## config.mk

```make
export PLATFORM = sky130hd
export DESIGN_NAME = uart_tx_arbiter
export DESIGN_NICKNAME = d
export VERILOG_FILES = /design/src/rtl/uart_tx_arbiter.sv
export SDC_FILE = /design/constraint.sdc
export NUM_CORES = 1
export LEC_CHECK = 0
export ABC_AREA = 1
export BUFFER_PORTS_ARGS = -buffer_cell sky130_fd_sc_hd__buf_2
export CORE_MARGIN = 2
export CORE_UTILIZATION = 47
export CTS_CLUSTER_SIZE = 25
export DETAILED_ROUTE_END_ITERATION = 8
export PLACE_DENSITY = 0.85
export REMOVE_ABC_BUFFERS = 1
export SLEW_MARGIN = 20
export SYNTH_ARGS = -nofsm -noshare
export SYNTH_HDL_FRONTEND = slang
export SYNTH_SLANG_ARGS = --single-unit
```

## constraint.sdc

```tcl
create_clock -name clk -period 1.9 [get_ports clk]
set_clock_uncertainty 0.1 [all_clocks]
set_input_delay 0 -clock clk [delete_from_list [all_inputs] [get_ports clk]]
set_output_delay 0 -clock clk [all_outputs]
set_load 0.1 [all_outputs]
```

## src/rtl/uart_tx_arbiter.sv

```systemverilog
// Round-robin arbiter that shares the UART transmit buffer between two frame sources.
// It loads the winning frame byte by byte, then holds the UART until that frame has been sent.
`timescale 1ns/1ps
module uart_tx_arbiter #(
    parameter int NBYTES  = 4,
    parameter int ADDR_W  = 3,
    parameter int TIMEOUT = 64
) (
    input  logic                  clk,
    input  logic                  rst_n,
    input  logic                  req0_valid,
    input  logic [8*NBYTES-1:0]   req0_data,
    output logic                  req0_ready,
    input  logic                  req1_valid,
    input  logic [8*NBYTES-1:0]   req1_data,
    output logic                  req1_ready,
    output logic [ADDR_W-1:0]     uart_address,
    output logic [7:0]            uart_w_data,
    output logic                  uart_we,
    input  logic                  uart_tx_busy,
    output logic [1:0]            grant,
    output logic                  busy,
    output logic                  timeout_err,
    input  logic                  clr_err
);
    localparam int CW = $clog2(NBYTES) + 1;
    localparam int TW = $clog2(TIMEOUT) + 1;
    localparam int IW = $clog2(NBYTES);

    typedef enum logic [1:0] {IDLE, WRITE, WAIT_START, WAIT_DONE} state_e;

    state_e                  state_q, state_d;
    logic [CW-1:0]           cnt_q, cnt_d;
    logic [TW-1:0]           tcnt_q, tcnt_d;
    logic [NBYTES-1:0][7:0]  frame_q, frame_d;
    logic [1:0]              grant_q, grant_d;
    logic                    last_q, last_d;
    logic                    err_q, err_d;
    logic                    sel, accept, set_err;

    // sel=1 picks requester 1; on contention the one that did not go last wins.
    // Ready is masked by rst_n so every output reads 0 while reset is held.
    always_comb begin
        sel    = (req0_valid && req1_valid) ? ~last_q : ~req0_valid;
        accept = rst_n && (state_q == IDLE) && !uart_tx_busy && (req0_valid || req1_valid);
    end

    assign req0_ready = accept && !sel;
    assign req1_ready = accept && sel;

    always_comb begin
        state_d = state_q;
        cnt_d   = cnt_q;
        tcnt_d  = tcnt_q;
        frame_d = frame_q;
        grant_d = grant_q;
        last_d  = last_q;
        set_err = 1'b0;
        case (state_q)
            IDLE: begin
                if (accept) begin
                    frame_d = sel ? req1_data : req0_data;
                    grant_d = sel ? 2'b10 : 2'b01;
                    cnt_d   = '0;
                    state_d = WRITE;
                end
            end
            WRITE: begin
                if (cnt_q == CW'(NBYTES - 1)) begin
                    tcnt_d  = '0;
                    state_d = WAIT_START;
                end else begin
                    cnt_d = cnt_q + 1'b1;
                end
            end
            WAIT_START: begin
                // A busy rise on the final count still wins over the timeout.
                if (uart_tx_busy) begin
                    state_d = WAIT_DONE;
                end else if (tcnt_q == TW'(TIMEOUT - 1)) begin
                    set_err = 1'b1;
                    last_d  = grant_q[1];
                    grant_d = '0;
                    state_d = IDLE;
                end else begin
                    tcnt_d = tcnt_q + 1'b1;
                end
            end
            WAIT_DONE: begin
                if (!uart_tx_busy) begin
                    last_d  = grant_q[1];
                    grant_d = '0;
                    state_d = IDLE;
                end
            end
            default: state_d = IDLE;
        endcase
        err_d = set_err | (err_q & ~clr_err);
    end

    always_ff @(posedge clk or negedge rst_n) begin
        if (!rst_n) begin
            state_q <= IDLE;
            cnt_q   <= '0;
            tcnt_q  <= '0;
            frame_q <= '0;
            grant_q <= '0;
            last_q  <= 1'b1;
            err_q   <= 1'b0;
        end else begin
            state_q <= state_d;
            cnt_q   <= cnt_d;
            tcnt_q  <= tcnt_d;
            frame_q <= frame_d;
            grant_q <= grant_d;
            last_q  <= last_d;
            err_q   <= err_d;
        end
    end

    assign uart_we      = (state_q == WRITE);
    assign uart_address = uart_we ? ADDR_W'(cnt_q) : '0;
    assign uart_w_data  = uart_we ? frame_q[cnt_q[IW-1:0]] : '0;
    assign grant        = grant_q;
    assign busy         = (state_q != IDLE);
    assign timeout_err  = err_q;
endmodule

```

# Word level (Yosys, flattened, before mapping)
# Cells that the tools add are included.
# classes
n_reduce_logical	21
n_mux	30
eq_ne	13
n_bitwise	5
n_lt_le_gt_ge	1
add_sub_neg	2
# ops
operator	n
two-way mux 32 bit	1
two-way mux 7 bit	3
binary-select mux 8 bit (select 2 bit)	1
two-way mux 2 bit	8
two-way mux 8 bit	2
one-hot mux 7 bit (2 select lines)	1
!= test 2 bit, second input constant	6
AND reduction 4 bit	3
two-way mux 3 bit	3
one-hot mux 2 bit (4 select lines)	1
nonzero test 2 bit	4
adder 7 x 1 -> 7 bit, second input constant	1
== test 7 x 6 -> 1 bit, second input constant	1
two-way mux 1 bit	7
logical AND 1 bit	6
one-hot mux 2 bit (3 select lines)	1
one-hot mux 3 bit (2 select lines)	1
AND reduction 5 bit	1
== test 2 bit, second input constant	2
adder 3 x 1 -> 3 bit, second input constant	1
== test 3 x 2 -> 1 bit, second input constant	1
less-than comparator 2 x 3 -> 1 bit, second input constant	1
!= test 3 bit, second input constant	1
NOT 1 bit	3
other kinds (11)	12
# word_totals
word_cells	82
input_bits	70
out_inout_bits	18
register_bits	48

# Logic depth before layout (Yosys ltp)
# depth
word_depth	6
ltp_mapped	9
ltp_nobuf	9

# Worst setup path after synthesis
# Ideal clock, no wire load.
# synth_path
path_type	reg2out
from	register state_q[1]
to	output uart_w_data[0]
required_ns	1.800
n_path_buf	1
path_stages_with_launch	6
slack_ns	-1.429
t_arrival_ns	3.229
cell_sequence	dfrtp_1 > inv_1 > ha_1 > buf_2 > inv_1 > a21oi_1
# synth_via
elab_chain_len	2
# synth_lines
element	line	source
start: declaration	32	state_e state_q, state_d;
start signal: assignment	111	state_q <= state_d;
== test 2 x 1 -> 1 bit	121	assign uart_we = (state_q == WRITE);
via uart_we	19	output logic uart_we,
two-way mux 8 bit	123	assign uart_w_data = uart_we ? frame_q[cnt_q[IW-1:0]] : '0;
end: declaration	18	output logic [7:0] uart_w_data,
# The timed path passes the listed nets, and every way through them passes these cells.

# Worst setup path after layout
# layout_path
from	register cnt_q[0]
to	output uart_w_data[1]
# layout_via
elab_chain_len	3
# layout_lines
element	line	source
start: declaration	33	logic [CW-1:0] cnt_q, cnt_d;
start signal: assignment	112	cnt_q <= cnt_d;
binary-select mux 8 bit (select 2 bit)	123	
two-way mux 8 bit (implied by the code)	123	
two-way mux 8 bit	123	
# Every way passes these cells. The select of a mux whose other input is x is not followed.

==> metrics.md <==
| Metric | Value |
|---|---|
| DR iter-0 viols | `492` |
| Clock latency on the worst-skew pair | `0.31 ns` |
| Max VDD drop | `1.142 mV` |
| Inserted Clock Buffers | `5` |
| DRC viols | `0` |
| Mapped Cells | `379` |
| Final hold violations | `0` |
| Critical Path Fanout Max | `16` |
| CTS tree | `built` |
| Finish-stage setup viols | `6` |
| Commonest non-fill, non-tap cell in the layout | `nand2_1` |
| Initial Util | `0.4919` |
| Met2 Resource Use GR | `0.5392` |
| Top cell family by delay on the critical path | `buffers and inverters` |
| Root buf cell | `clkbuf_8` |
| Fin. max-slew vios | `0` |
| Syn avg cell area | `7.190 sq um` |
| Sw frac | `0.5282` |
| Slew @ Worst Pin | `0.6028 ns` |
| Critical path class | `register to output pin` |
| Fmax | `0.5022 GHz` |
| Max-Cap Viols | `0` |
| Required @ worst endpoint | `1.80 ns` |
| Pwr per Cell Area | `1485 nW/um^2` |
| Die ar. | `6423 sq um` |
| H-Tree Level Count | `2` |
| Antenna violations before repair | `1` |
| Hold Path Class | `input port to register` |
| Total wire length | `11000 um` |
| Most frequent cells in the layout | `nand2_1 (143), buf_2 (77), dlygate4sd3_1 (68)` |
| Pleak | `0.002172 uW` |
| Area occupied by registers | `1204 sq um` |
| Clock Power Share | `0.099` |
| Gr usage total | `0.3068` |
| Vias in the first global route | `3196` |
| WL/cell | `17.69 um` |
| Total core area | `5540 sq um` |
| Sequential area share after synthesis | `0.4412` |
| Flops & latches, synth | `48` |
| Gate power share | `0.640` |
| Slowest stage delay, CP | `0.42 ns` |
| Fillers | `308` |
| Share of the synthesized area in the top cell type | `0.4316` |
| Post-DRT Antenna Nets | `0` |
| DIE HEIGHT | `80.15 um` |
| CP arrival | `1.89 ns` |
| Hold Path Cell Cnt | `6` |
| Violated checks | `setup timing` |
| Final period utilization | `1.048` |
| Placement Rows | `27` |
| GPL Wtd Cong | `0.8546` |
| I/O pin cnt | `88` |
| Buffers on Ports | `87` |
| Met1 Use GR | `0.3348` |
| Switch Pwr | `3469 uW` |
| Layout cells sized above 1 | `0.2842` |
| Cell taking the most area after synthesis | `dfrtp_1` |
| GR peak layer | `met2` |
| Core Util, Final | `0.7981` |
| Synth Warn # | `0` |
| Largest net degree at the start of global routing | `49` |
| Post-synthesis mux area share | `0` |
| TNS Setup | `-0.2201 ns` |
| Final Worst Setup Slack | `-0.09115 ns` |
| RSZ-0062 raised after global routing | `yes` |
| Worst-path clk slew | `0.10 ns` |
| Met3 GRT Util | `0.05169` |
| P_int | `3099 uW` |
| Via count | `3556` |
| Rel. slew slack | `0.5981` |
| Status | `finished, violations left` |
| Synth top area cells | `dfrtp_1 (43%), nand2_1 (20%), nand3_1 (8.6%)` |
| CTS Sinks | `48` |
| Drt first pass iters | `8` |
| Area grow syn2layout | `62.26%` |
| Synth Area in Compound Gates | `0.07576` |
| Vias per std cell | `5.717` |
| Main combinational cell family by area after synthesis | `simple AND/OR/NAND/NOR gates` |
| Simple-gate share of the synthesized area | `0.3747` |
| Hold Slack | `0.1189 ns` |
| Worst path slowest cell | `dfrtp_1` |
| Die width | `80.15 um` |
| GRT Residual Overflow | `0` |
| Critical Path Start Type | `register` |
| Post-detail-place hpwl | `5231 um` |
| Synth Area in Adders | `0.03673` |
| Critical path endpoint category | `output pin` |
| Xor-xnor portion of the synthesized cell area | `0` |
| Fin nets | `626` |
| Reg2Reg Depth | `9` |
| CP bufs+invs | `3` |
| Mapped Area | `2725 sq um` |
| First-pass GRT wire length | `14840 um` |
| WP depth | `5` |
| Footprint of the multi-input gates | `1426 sq um` |
| CTS max path bufs | `2` |
| Critical Path, Cell by Cell | `buf_4, clkinv_2, o21ai_0, a21oi_2, buf_12` |
| Fin crit period | `1.991 ns` |
| Unique cell type count in the Yosys netlist | `22` |
| Sequential share of power | `0.262` |
==> cell families after synthesis <==
kind of cell / after synthesis
flops: 48
compound gates: 40
fa+ha+maj: 8
buf+inv: 38
simple gates: 245
==> sequential cells by signal, indices dropped and copies added, names as in the netlist <==
name / count
timeout_err: 1
tcnt_q: 7
grant: 2
state_q: 2
cnt_q: 3
last_q: 1
frame_q: 32
==> through the flow <==
step	area, sq um	cells	power [uW]	worst slack, ns
final	4422	622	6568	-0.09115
after global routing	4422	622	6817	-0.1003
after CTS	4268	613	5936	0.003591
after detailed placement	3385	531	5097	0.006789
after global placement	3385	531	4991	0.1341
after floorplan	2609	362	4006	-1.486
==> final timing paths <==
path / from / to / slack (ns)
max in group asynchronous: rst_n / cnt_q[1] / 1.01
hold / removal: req0_valid / grant[1] / 0.12
hold reg to reg: last_q / last_q / 0.39
min in group asynchronous: rst_n / frame_q[14] / 0.23
setup / recovery: cnt_q[0] / uart_w_data[1] / -0.09
setup reg to reg: cnt_q[1] / cnt_q[2] / -0.03
==> worst min-delay path: cells and delay by family <==
| kind | cells | cell delay, ns |
|---|---|---|
| simple gates | 4 | 0.33 |
| buf+inv | 2 | 0.17 |
==> cells in the mapped netlist, drive strengths merged <==
master,number
nor2,46
a21oi,10
o21ai,27
o22ai,1
nand2,146
nand3,47
dfrtp,47
o21bai,2
inv,21
dfstp,1
ha,8
buf,13
or2,3
clkbuf,4
nand4,3
==> power by group through the flow <==
stage / combinational [uW] / sequential [uW] / clock (uW)
after global placement: 3310 / 1680 / 0
final: 4200 / 1720 / 649
after global routing: 4380 / 1760 / 682
after detailed placement: 3400 / 1700 / 0
after CTS: 3650 / 1670 / 617
after floorplan: 2200 / 1800 / 0
==> per-layer routing <==
metal / wire length, um / vias up
met5: 0 / -
met4: 907 / 0
met3: 993 / 97
met2: 5385 / 300
met1: 3717 / 1618
li1: - / 1541
==> final cells by class <==
class,instances,share of cell area
timing repair buffer,179,0.3447
multi-input combinational,293,0.3226
sequential,48,0.2722
tap,72,0.02037
inverter,21,0.01981
clock buffer,5,0.01556
clock inverter,3,0.004244
antenna,1,0.0005659
==> what timing repair did <==
action | in CTS | in global routing
pin swaps | 1 | 7
hold buffers | 68 | 0
gates cloned | 2 | 0
buffers inserted | 4 | 9
resized for setup | 7 | 31
hold endpoints to repair | 81 | 0
setup endpoints to repair | 12 | 41
(Power assumes the default switching activity.)
